**src/rtl/i2c_scl_timebase.sv**
```systemverilog
// Standard-mode SCL generator with clock-stretch hold, plus a synchronised,
// glitch-filtered SCL read-back path with single-cycle edge strobes.
module i2c_scl_timebase #(
    parameter int unsigned CLK_FREQ_HZ = 100_000_000,
    parameter int unsigned SCL_FREQ_HZ = 100_000,
    parameter int unsigned STAGES      = 2
) (
    input  logic CLK,
    input  logic rst,
    input  logic stretch_en,
    input  logic scl_o,
    output logic scl_i,
    output logic scl_filt,
    output logic scl_rise,
    output logic scl_fall
);

    localparam int unsigned HALF = CLK_FREQ_HZ / (2 * SCL_FREQ_HZ);
    localparam int unsigned CNT_W = (HALF > 1) ? $clog2(HALF) : 1;
    localparam logic [CNT_W-1:0] CNT_MAX = CNT_W'(HALF - 1);

    generate
        if (HALF < 2) begin : g_half_chk
            $error("i2c_scl_timebase: HALF must be at least 2");
        end
        if (STAGES < 1 || STAGES > 8) begin : g_stages_chk
            $error("i2c_scl_timebase: STAGES must be in 1..8");
        end
    endgenerate

    logic [CNT_W-1:0]  cnt_q, cnt_d;
    logic              scl_q, scl_d;
    logic              s1_q, s2_q;
    logic [STAGES-1:0] h_q, h_d;
    logic              filt_q, filt_d;
    logic              rise_q, rise_d;
    logic              fall_q, fall_d;
    logic              hold;
    logic              all_ones, all_zeros;

    // Another master holding SCL low while we release it freezes the high phase.
    assign hold = stretch_en & scl_q & ~filt_q;

    always_comb begin
        cnt_d = cnt_q;
        scl_d = scl_q;
        if (!hold) begin
            if (cnt_q == CNT_MAX) begin
                cnt_d = '0;
                scl_d = ~scl_q;
            end else begin
                cnt_d = cnt_q + CNT_W'(1);
            end
        end
    end

    generate
        if (STAGES == 1) begin : g_hist_one
            assign h_d = s2_q;
        end else begin : g_hist_shift
            assign h_d = {h_q[STAGES-2:0], s2_q};
        end
    endgenerate

    assign all_ones  = &h_q;
    assign all_zeros = ~|h_q;

    always_comb begin
        filt_d = filt_q;
        if (all_ones) begin
            filt_d = 1'b1;
        end else if (all_zeros) begin
            filt_d = 1'b0;
        end
        rise_d = all_ones & ~filt_q;
        fall_d = all_zeros & filt_q;
    end

    always_ff @(posedge CLK) begin
        if (!rst) begin
            cnt_q  <= '0;
            scl_q  <= 1'b1;
            s1_q   <= 1'b1;
            s2_q   <= 1'b1;
            h_q    <= '1;
            filt_q <= 1'b1;
            rise_q <= 1'b0;
            fall_q <= 1'b0;
        end else begin
            cnt_q  <= cnt_d;
            scl_q  <= scl_d;
            s1_q   <= scl_o;
            s2_q   <= s1_q;
            h_q    <= h_d;
            filt_q <= filt_d;
            rise_q <= rise_d;
            fall_q <= fall_d;
        end
    end

    assign scl_i    = scl_q;
    assign scl_filt = filt_q;
    assign scl_rise = rise_q;
    assign scl_fall = fall_q;

endmodule

```
**config.mk**
```make
export PLATFORM = sky130hd
export DESIGN_NAME = i2c_scl_timebase
export DESIGN_NICKNAME = d
export VERILOG_FILES = /design/src/rtl/i2c_scl_timebase.sv
export SDC_FILE = /design/constraint.sdc
export NUM_CORES = 1
export LEC_CHECK = 0
export CORE_MARGIN = 3
export CORE_UTILIZATION = 45
export CTS_CLUSTER_DIAMETER = 150
export DETAILED_ROUTE_END_ITERATION = 10
export PLACE_DENSITY = 0.72
export SLEW_MARGIN = 30
export SYNTH_ARGS = -nofsm -noshare
export SYNTH_HDL_FRONTEND = slang
export SYNTH_SLANG_ARGS = --single-unit
```
**constraint.sdc**
```tcl
create_clock -name CLK -period 2.95 [get_ports CLK]
set_input_delay 0.59 -clock CLK [delete_from_list [all_inputs] [get_ports CLK]]
set_output_delay 0.59 -clock CLK [all_outputs]
set_load 0.1 [all_outputs]
```
# Word level (Yosys, flattened, before mapping)
# Cells that the tools add are included.
[classes]
add_sub_neg = 1
eq_ne = 1
muxes = 1
bitwise = 8
reduce_logical = 5
[ops]
columns = ["cell", "n"]
rows = [
  ["9-bit by 1-bit adder with 9-bit output (second input constant)", 1],
  ["9-bit equality test (second input constant)", 1],
  ["9-bit 2-to-1 mux", 1],
  ["1-bit AND", 4],
  ["1-bit NOT", 4],
  ["2-bit AND reduction", 2],
  ["2-bit OR reduction", 2],
  ["1-bit zero test", 1],
]
[word_totals]
regBits = 17
input_bits = 4
out_inout_bits = 4
wordCells = 24

# Longest topological paths before layout
# Gate-level depths: netlist of the first run.
[depth]
depth_word = 4
ltp_mapped = 5
ltp_nobuf = 4

# Worst setup path after synthesis of the first run
# Ideal clock, no wire load.
[synth_timing]
path_type = "reg-to-reg"
startpoint = "register filt_q (netlist: scl_filt)"
endpoint = "register scl_q (netlist: scl_i)"
setup_ps = 115
arrival_time_ps = 2045
t_required_ps = 2835
path_slack_ps = 791
stages_incl_launch_ff = 5
n_path_buf = 1
synth_period_minus_slack_ps = 2159
cell_sequence = "dfxtp_1 and3b_1 buf_6 or4b_1 a21bo_1"
[synth_between]
elab_chain_len = 4
[synth_rtl]
columns = ["element", "line_no", "source"]
rows = [
  ["start, declared", "35", "logic filt_q, filt_d;"],
  ["start signal, assigned", "95", "filt_q <= filt_d;"],
  ["1-bit NOT", "42", "assign hold = stretch_en & scl_q & ~filt_q;"],
  ["1-bit AND", "42", ""],
  ["1-bit NOT (no line)", "n/a", ""],
  ["2-bit AND reduction (no line)", "n/a", ""],
  ["end signal, assigned", "91", "scl_q <= scl_d;"],
  ["end, declared", "32", "logic scl_q, scl_d;"],
]
# Every way passes these cells.
# A chain may end at the register's enable or synchronous reset.

# Worst setup path after layout of the first run
[layout_timing]
startpoint = "input port stretch_en"
endpoint = "register scl_q (netlist: scl_i)"
[layout_between]
elab_chain_len = 4
[layout_rtl]
columns = ["element", "line_no", "source"]
rows = [
  ["start, declared", "10", "input logic stretch_en,"],
  ["1-bit AND (2 in series)", "42", ""],
  ["1-bit NOT (no line)", "n/a", ""],
  ["2-bit AND reduction (no line)", "n/a", ""],
]
# Every way passes these cells.

==> results of run 1 <==
[worst max-delay path, delay by kind of cell]
| kind | cells | cell delay (ns) |
|---|---|---|
| AOI/OAI and AO/OA | 1 | 0.20 |
| buffers and inverters | 1 | 0.39 |
| and+or+nand+nor | 2 | 0.95 |
[cell families after synthesis]
kind of cell	synth area share [%]
AND/OR/NAND/NOR	24.40
AO/OA/AOI/OAI	17.62
flip-flops	49.91
buffers and inverters	3.486
XOR/XNOR	1.285
multiplexers	1.468
adder cells (fa/ha/maj)	1.835
[how the worst max path moves through the flow]
stage	endpoint	depth (start not counted)	slack, ns	startpoint
after floorplan	scl_i$_SDFFE_PN1P_	4	0.79	scl_filt$_SDFFE_PP1N_
after global placement	scl_i$_SDFFE_PN1P_	4	0.74	stretch_en
after detailed placement	scl_i$_SDFFE_PN1P_	4	0.74	stretch_en
after CTS	scl_i$_SDFFE_PN1P_	4	1.02	stretch_en
after global routing	cnt_q[2]$_SDFFE_PN0N_	4	0.94	stretch_en
final	scl_i$_SDFFE_PN1P_	4	1.02	stretch_en
[final cells by class]
type                            count  area, sq um  share of cell area (%)
Inverter                            2        7.507                  0.9740
Tap cell                           15        18.77                   2.435
Clock buffer                        4        26.28                   3.409
Sequential cell                    17        340.3                   44.16
Multi-Input combinational cell     47        317.8                   41.23
Timing Repair Buffer                7        60.06                   7.792
[cells in the final DEF (no fill, tap or decap), drive strengths merged]
master	instances
dfxtp	17
a21oi	8
o31ai	5
o21ai	4
or4	4
nand2b	4
buf	4
clkbuf	4
nand3	3
or3	3
clkdlybuf4s50	3
nand4	2
inv	2
nor2	2
and3b	1
nand4bb	1
mux2i	1
nor2b	1
xor2	1
o21bai	1
or4b	1
a21bo	1
and4b	1
nor3b	1
nand2	1
ha	1
[power by group]
part / internal (mW) / total, mW / switching (mW)
sequential: 0.235 / 0.239 / 0.00453
combinational: 0.00936 / 0.0168 / 0.00747
clock: 0.0526 / 0.123 / 0.0700
total: 0.297 / 0.379 / 0.0820
[stage by stage]
| stage | hold WS (ns) | setup slack (ns) |
|---|---|---|
| floorplan | 0.3863 | 0.7909 |
| global placement | 0.3887 | 0.7397 |
| detailed placement | 0.3972 | 0.7354 |
| CTS | 0.4217 | 1.022 |
| global route | 0.4405 | 0.9368 |
| finish | 0.4155 | 1.021 |
[sequential cells by signal (all words and copies together) (netlist names)]
| signal | count |
|---|---|
| scl_rise | 1 |
| scl_i | 1 |
| h_q | 2 |
| scl_fall | 1 |
| s1_q | 1 |
| scl_filt | 1 |
| cnt_q | 9 |
| s2_q | 1 |
[metal layers]
metal / track usage (%) / vias to the layer above / part of all wire [%]
met2: 18.36 / 11 / 43
met1: 19.41 / 253 / 50
met5: 0 / - / 0
li1: - / 270 / -
met3: 7.171 / 2 / 5.5
met4: 7.018 / 0 / 1.0
==> impl_metrics.json, run 1 <==
{
  "clk_pin_slew_ns": 0.10,
  "cts_setup_buffers": 0,
  "status": "completed",
  "syn-num-nets": 73,
  "drt-total-wl_um": 1168,
  "fp.dieH_um": 44.93,
  "ctsHoldBuffers": 0,
  "synth.most_common_cell": "dfxtp_1",
  "fmax_mhz": 518.5,
  "postLayoutCoreUtil_pct": 56.41,
  "start_util_pct": 49.91,
  "clk-insertion-delay-late_ns": 0.29,
  "timing.rr.start": "scl_filt$_SDFFE_PP1N_",
  "cts_inserted_buffers": 3,
  "syn_inst": 68,
  "rr_worst_depth": 3,
  "min_from": "s2_q$_SDFF_PN1_",
  "leakagePower_nw": 0.2591,
  "fill_cells": 135,
  "cts-root-buf": "clkbuf_4",
  "layout.cells.non_filler": 92,
  "whs_endpoint": "h_q[0]$_SDFF_PN1_",
  "ios": 8,
  "tightest_slew_ns": 0.5909,
  "ys.flop_type": "dfxtp_1",
  "slew_viol_final": 0,
  "grt_pass1_wl_um": 2049,
  "grt_max_degree": 19,
  "dp_hpwl_um": 768.2,
  "slew_headroom_pct": 60.37,
  "fp.dieArea_sq_um": 2018,
  "gp_congestion": 0.7473,
  "dpl_cell_area_sq_um": 744.5,
  "syn_area_per_cell_sq_um": 10.03,
  "worstPathCellList": "clkdlybuf4s50_1 -> and3b_1 -> or4b_1 -> a21bo_1",
  "grt_usage_pct": 14.29,
  "cp.arrival_ns": 2.13,
  "r2r-end": "scl_i$_SDFFE_PN1P_",
  "cp_max_fo": 18,
  "rows": 13,
  "cpMaxStageDelayCell": "or4b_1",
  "timing.final.crit_period_ns": 1.929,
  "place_inst": 88,
  "hold_viol": 0,
  "startpoint_type": "primary input",
  "end_kind": "register",
  "syn-cell-area_sq_um": 681.9,
  "report.final.setup_viol": 0,
  "die_x_um": 44.93,
  "htreeDepth": 1,
  "n_antenna_cell": 0,
  "slowest_delay_ns": 0.59,
  "r2r_slack_ns": 1.30,
  "drt_iter0_markers": 28,
  "hold_class": "register to register",
  "synth.distinct_cells": 26,
  "grt_pass1_vias": 453,
  "seq_area_frac_synth_pct": 49.91,
  "synth-seq-cells": 17,
  "drt_first_pass_iters": 4,
  "drive_gt1_share_pct": 10.39,
  "power_mw": 0.3787,
  "final_nets": 83,
  "ys_top_cells_by_count": "dfxtp_1 (17), a21oi_1 (8)",
  "required_ns": 3.15,
  "maxCapViolations": 0,
  "wl_per_cell_um": 12.70,
  "cts_tree": "built",
  "detail-route-antenna-nets": 0,
  "synth-edff-count": 0,
  "finalClockSkew_ns": 0.006053,
  "synth_area_leaders": "dfxtp_1 (50%), a21oi_1 (5.9%), o31ai_1 (4.4%)",
  "ir_drop_uv": 233.3,
  "grt_overflow": 0,
  "clk_path_buf_depth": 2,
  "tns_ns": 0,
  "drc_errors": 0,
  "vias": 536,
  "antenna_found_initial": 0,
  "synth_top_cell_by_area": "dfxtp_1",
  "yosys.area.top_type_share_pct": 49.91,
  "port-buffer-count": 7,
  "rsz0062_at_grt": "no",
  "critPathKind": "primary input to register",
  "viasPerCell": 5.826,
  "syn_to_final_growth_pct": 13.03,
  "post_cts_resized": 0,
  "min_period_over_period_pct": 65.38,
  "cellPowerDensity_nw_per_um2": 491.3,
  "fin_area_sq_um": 770.7,
  "holdPathStages": 1,
  "core-area_sq_um": 1366,
  "cts.sinks": 17,
  "ys.warnings.count": 0,
  "ys_async_sr_fraction_pct": 0
}
No activity file was read; power rests on OpenSTA's default activity.
==> run 2: changes to the inputs <==
PLACE_DENSITY = 0.75   (was 0.72)
clock period = 1.6 ns   (was 2.95 ns; I/O delays follow)
==> run 2 against run 1 <==
  * Clock skew fell by 0.0026 ns
  * Die area did not move
  * Final area rose by 13%
  * Worst hold slack improved by 0.0028 ns
  * Register-to-register slack got worse by 1.2 ns
  * Flip-flop and latch count did not move
  * Clock power rose by 84%
  * Total power rose by 86%
  * Core utilization rose by 7.4 points
  * Sequential share of layout area fell by 4.6 points
  * Critical path depth did not move
==> impl_metrics.json, run 2 (synthesis gave the netlist of run 1 again) <==
{
  "status": "completed",
  "fmax_mhz": 669.5,
  "cpMaxStageDelayCell": "or4b_1",
  "worstPathCellList": "clkdlybuf4s50_1 -> and3b_1 -> or4b_1 -> a21bo_1",
  "min_period_over_period_pct": 93.36,
  "slew_viol_final": 0,
  "vias": 581,
  "ios": 8,
  "cts_inserted_buffers": 3,
  "cts-root-buf": "clkbuf_4",
  "cellPowerDensity_nw_per_um2": 808.9,
  "grt_usage_pct": 15.09,
  "grt_overflow": 0,
  "antenna_found_initial": 0,
  "slowest_delay_ns": 0.50,
  "fp.dieH_um": 44.93,
  "start_util_pct": 49.91,
  "gp_congestion": 0.7776,
  "tns_ns": 0,
  "die_x_um": 44.93,
  "cp.arrival_ns": 1.69,
  "cts_tree": "built",
  "path_delay_family": "simple AND/OR/NAND/NOR gates",
  "drive_gt1_share_pct": 20.48,
  "finalClockSkew_ns": 0.003484,
  "cts_setup_buffers": 0,
  "critPathBufInv": 1,
  "htreeDepth": 1,
  "drt_iter0_markers": 7,
  "layout_common_cells": "dfxtp_1 (15), a21oi_1 (8), buf_4 (6)",
  "cts.sinks": 17,
  "post_cts_resized": 0,
  "fp.dieArea_sq_um": 2018,
  "final_nets": 89,
  "dp_hpwl_um": 878.6,
  "clk-insertion-delay-late_ns": 0.29,
  "wl_per_cell_um": 12.26,
  "maxCapViolations": 0,
  "detail-route-antenna-nets": 0,
  "drt_first_pass_iters": 6,
  "syn_to_final_growth_pct": 27.89,
  "rsz0062_at_grt": "no",
  "hold_viol": 0,
  "power_mw": 0.7054,
  "core-area_sq_um": 1366,
  "tightest_slew_ns": 0.3417,
  "drc_errors": 0,
  "report.final.setup_viol": 0,
  "grt_pass1_wl_um": 2187,
  "viasPerCell": 5.929,
  "end_kind": "register",
  "grt_max_degree": 11,
  "clk_pin_slew_ns": 0.10,
  "dpl_cell_area_sq_um": 844.6,
  "port-buffer-count": 7,
  "n_antenna_cell": 0,
  "fill_cells": 125,
  "ctsHoldBuffers": 0,
  "hold_class": "register to register",
  "grt_pass1_vias": 521,
  "largest_reg_flops": 9,
  "fin_area_sq_um": 872.1,
  "hold-worst-slack_ns": 0.4183,
  "startpoint_type": "primary input",
  "reg_top3": "cnt_q x9, h_q x2",
  "clk_path_buf_depth": 2,
  "required_ns": 1.80,
  "critPathKind": "primary input to register",
  "cp_max_fo": 10,
  "postLayoutCoreUtil_pct": 63.83,
  "ir_drop_uv": 588.6,
  "regMostFlops": "cnt_q",
  "final_common_cell": "dfxtp_1",
  "leakagePower_nw": 0.3096,
  "timing.final.crit_period_ns": 1.494,
  "slew_headroom_pct": 77.22,
  "rows": 13,
  "drt-total-wl_um": 1201
}
[run 2: layer usage]
layer  global-route usage [%]  part of all wire [%]  up-vias  wire length, um
met1                    17.89                    46      275              552
met3                    3.586                   4.2        5               51
met5                        0                     0        -                0
met4                    12.28                   3.2        0               39
met2                    22.88                    46       14              557
li1                         -                     -      287                -
[run 2: power by group]
| group | internal (mW) | switching, mW |
|---|---|---|
| registers | 0.431 | 0.00578 |
| clock network | 0.0931 | 0.133 |
| logic | 0.0245 | 0.0185 |
| total | 0.549 | 0.157 |
[run 2: cell type report]
type | instances | area (sq um) | share of cell area [%]
Inverter | 2 | 7.507 | 0.8608
Tap cell | 15 | 18.77 | 2.152
Multi-Input combinational cell | 47 | 317.8 | 36.44
Timing Repair Buffer | 13 | 155.1 | 17.79
Clock buffer | 3 | 22.52 | 2.582
Sequential cell | 17 | 345.3 | 39.60
Clock inverter | 1 | 5.005 | 0.5739
[run 2: path summary, 6_finish.rpt]
| path | slack, ns | start | cells after the start | endpoint |
|---|---|---|---|---|
| max | 0.11 | stretch_en | 4 | scl_i$_SDFFE_PN1P_ |
| max reg2reg | 0.13 | cnt_q[4]$_SDFFE_PN0N_ | 3 | scl_i$_SDFFE_PN1P_ |
| min | 0.42 | s1_q$_SDFF_PN1_ | 1 | s2_q$_SDFF_PN1_ |
| min reg2reg | 0.42 | s1_q$_SDFF_PN1_ | 1 | s2_q$_SDFF_PN1_ |
[run 2: metrics by stage]
stage               worst slack (ns)  std cells
floorplan                  -0.001641         68
global placement             -0.1517         94
detailed placement           -0.1990         94
CTS                           0.1175         98
global route                 0.05211         98
finish                        0.1062         98
==> run 3: changes to the inputs <==
--- a/config.mk
+++ b/config.mk
@@ -11,4 +11,5 @@
 export DETAILED_ROUTE_END_ITERATION = 10
 export PLACE_DENSITY = 0.75
+export RECOVER_POWER = 100
 export SLEW_MARGIN = 30
 export SYNTH_ARGS = -nofsm -noshare
==> constraint.sdc (replaced) <==
create_clock -name CLK -period 1.6 [get_ports CLK]
set_input_delay 0.32 -clock CLK [delete_from_list [all_inputs] [get_ports CLK]]
set_output_delay 0.32 -clock CLK [all_outputs]
set_load 0.01 [all_outputs]
==> run 3 against run 2 <==
  * Critical path depth increased by 1
  * Clock-buffer cell count did not move
  * Combinational power down 14%
  * Clock power grew 2%
  * Total power rose by 0.34%
  * Via count decreased by 1.9%
  * Final cell count increased by 5.1%
  * Worst hold slack better by 0.010 ns
  * Die area unchanged
  * Setup slack worse by 0.029 ns
  * Non-clock buffer count is 5 higher
  * Clock skew fell by 0.0013 ns
  * Critical endpoint is now cnt_q[6]$_SDFFE_PN0N_
==> impl_metrics.json, run 3 (synthesis gave the netlist of run 1 again) <==
{
  "clk-insertion-delay-late_ns": 0.29,
  "startpoint_type": "primary input",
  "ctsHoldBuffers": 0,
  "cts-root-buf": "clkbuf_4",
  "tns_ns": 0,
  "cp.arrival_ns": 1.75,
  "postLayoutCoreUtil_pct": 62.09,
  "cp_max_fo": 8,
  "cts_inserted_buffers": 3,
  "switching_share_pct": 22.75,
  "power_frac_comb_pct": 5.2,
  "reg_top3": "cnt_q x9, h_q x2",
  "min_period_over_period_pct": 95.20,
  "layout_common_cells": "dfxtp_1 (15), a21oi_1 (8), buf_4 (5)",
  "hold_class": "register to register",
  "syn_to_final_growth_pct": 24.40,
  "r2r-end": "cnt_q[6]$_SDFFE_PN0N_",
  "cp-endpoint": "cnt_q[6]$_SDFFE_PN0N_",
  "end_kind": "register",
  "start_util_pct": 49.91,
  "maxCapViolations": 0,
  "drt_iter0_markers": 4,
  "rsz0062_at_grt": "no",
  "fp.dieArea_sq_um": 2018,
  "viasPerCell": 5.534,
  "status": "completed",
  "drive_gt1_share_pct": 17.05,
  "required_ns": 1.83,
  "largest_reg_flops": 9,
  "final_common_cell": "dfxtp_1",
  "ios": 8,
  "fmax_mhz": 656.5,
  "net-switching-power_mw": 0.1610,
  "grt_max_degree": 11,
  "leakagePower_nw": 0.3022,
  "regMostFlops": "cnt_q",
  "drt-total-wl_um": 1357,
  "die_x_um": 44.93,
  "grt_pass1_wl_um": 2359,
  "dp_hpwl_um": 936.6,
  "drc_errors": 0,
  "core-area_sq_um": 1366,
  "rows": 13,
  "slew_headroom_pct": 85.16,
  "fp.dieH_um": 44.93,
  "rr_worst_depth": 4,
  "p_seq_share_pct": 62.3,
  "cts_tree": "built",
  "n_antenna_cell": 0,
  "port-buffer-count": 7,
  "place_ws_ns": -0.2234,
  "cellPowerDensity_nw_per_um2": 834.4,
  "ir_drop_uv": 410.8,
  "timing.final.crit_period_ns": 1.523,
  "htreeDepth": 1,
  "tightest_slew_ns": 0.2207,
  "drt_first_pass_iters": 4,
  "vias": 570,
  "critPathKind": "primary input to register",
  "share_clk_of_total_power_pct": 32.4,
  "wl_per_cell_um": 13.17,
  "gp_congestion": 0.7956,
  "detail-route-antenna-nets": 0,
  "min_from": "s1_q$_SDFF_PN1_",
  "grt_overflow": 0,
  "slew_viol_final": 0,
  "timing.rr.start": "scl_filt$_SDFFE_PP1N_",
  "cts.sinks": 17,
  "p_int_mw": 0.5468,
  "report.final.setup_viol": 0,
  "r2r_slack_ns": 0.12,
  "grt_pass1_vias": 553,
  "hold_viol": 0,
  "finalClockSkew_ns": 0.002218,
  "fill_cells": 128,
  "antenna_found_initial": 0,
  "grt_usage_pct": 16.23,
  "crit_start": "stretch_en",
  "final_nets": 94,
  "clk_pin_slew_ns": 0.10,
  "fin_ws_ns": 0.07683,
  "clk_path_buf_depth": 2
}
-- run 3: cell count changes in the layout (fill, tap and decap cells not counted), sizes merged --
cell | previous run | this run
clkdlybuf4s25 | 0 | 1
dlygate4sd3 | 0 | 2
clkbuf | 3 | 9
buf | 10 | 5
clkdlybuf4s50 | 3 | 4
-- run 3: how the worst min path moves through the flow --
stage | end | slack [ns] | cells past startpoint
floorplan | h_q[0]$_SDFF_PN1_ | 0.39 | 1
detailed placement | h_q[0]$_SDFF_PN1_ | 0.41 | 1
global route | s2_q$_SDFF_PN1_ | 0.44 | 1
finish | s2_q$_SDFF_PN1_ | 0.43 | 1
CTS | s2_q$_SDFF_PN1_ | 0.44 | 1
global placement | h_q[0]$_SDFF_PN1_ | 0.39 | 1
-- run 3: area by class of cell --
type	count	area (sq um)	area share (%)
clock buffer	3	22.52	2.655
tap	15	18.77	2.212
clock inverter	1	5.005	0.5900
inverter	2	7.507	0.8850
sequential	17	342.8	40.41
multi-input combinational	47	317.8	37.46
timing repair buffer	18	133.9	15.78
-- run 3: worst max-delay path, cell delays in order --
cell             delay, ns
clkdlybuf4s50_1       0.41
and3b_1               0.21
clkbuf_2              0.17
or4_1                 0.51
a21oi_1               0.14
-- run 3: per-layer routing --
| layer | vias up | wire length [um] | global-route usage (%) |
|---|---|---|---|
| met1 | 256 | 673 | 21.76 |
| met5 | - | 0 | 0 |
| met2 | 11 | 602 | 22.32 |
| met4 | 0 | 31 | 10.53 |
| li1 | 297 | - | - |
| met3 | 6 | 50 | 4.781 |
-- run 3: what timing repair did --
| item | 4_1_cts | 5_1_grt |
|---|---|---|
| resized for setup | 0 | 3 |
| buffers inserted | 0 | 3 |
| endpoints found under the setup margin | 0 | 3 |
| hold endpoints to repair | 0 | 0 |
-- run 3: per-stage QoR --
step / total power [mW] / std cells / cell area (sq um) / hold slack, ns
after detailed placement: 0.4902 / 96 / 814.5 / 0.4087
final: 0.7078 / 103 / 848.3 / 0.4286
after floorplan: 0.4670 / 68 / 681.9 / 0.3863
after global routing: 0.7469 / 103 / 848.3 / 0.4414
after global placement: 0.4877 / 96 / 814.5 / 0.3890
after CTS: 0.7199 / 100 / 842.1 / 0.4364
-- run 3: power by group through the flow --
stage                     Clock (mW)  Combinational [mW]  Sequential (mW)
final                          0.230              0.0370            0.441
after global routing           0.262              0.0416            0.443
after CTS                      0.239              0.0400            0.441
after detailed placement           0              0.0397            0.450
after global placement             0              0.0379            0.450
after floorplan                    0              0.0179            0.449
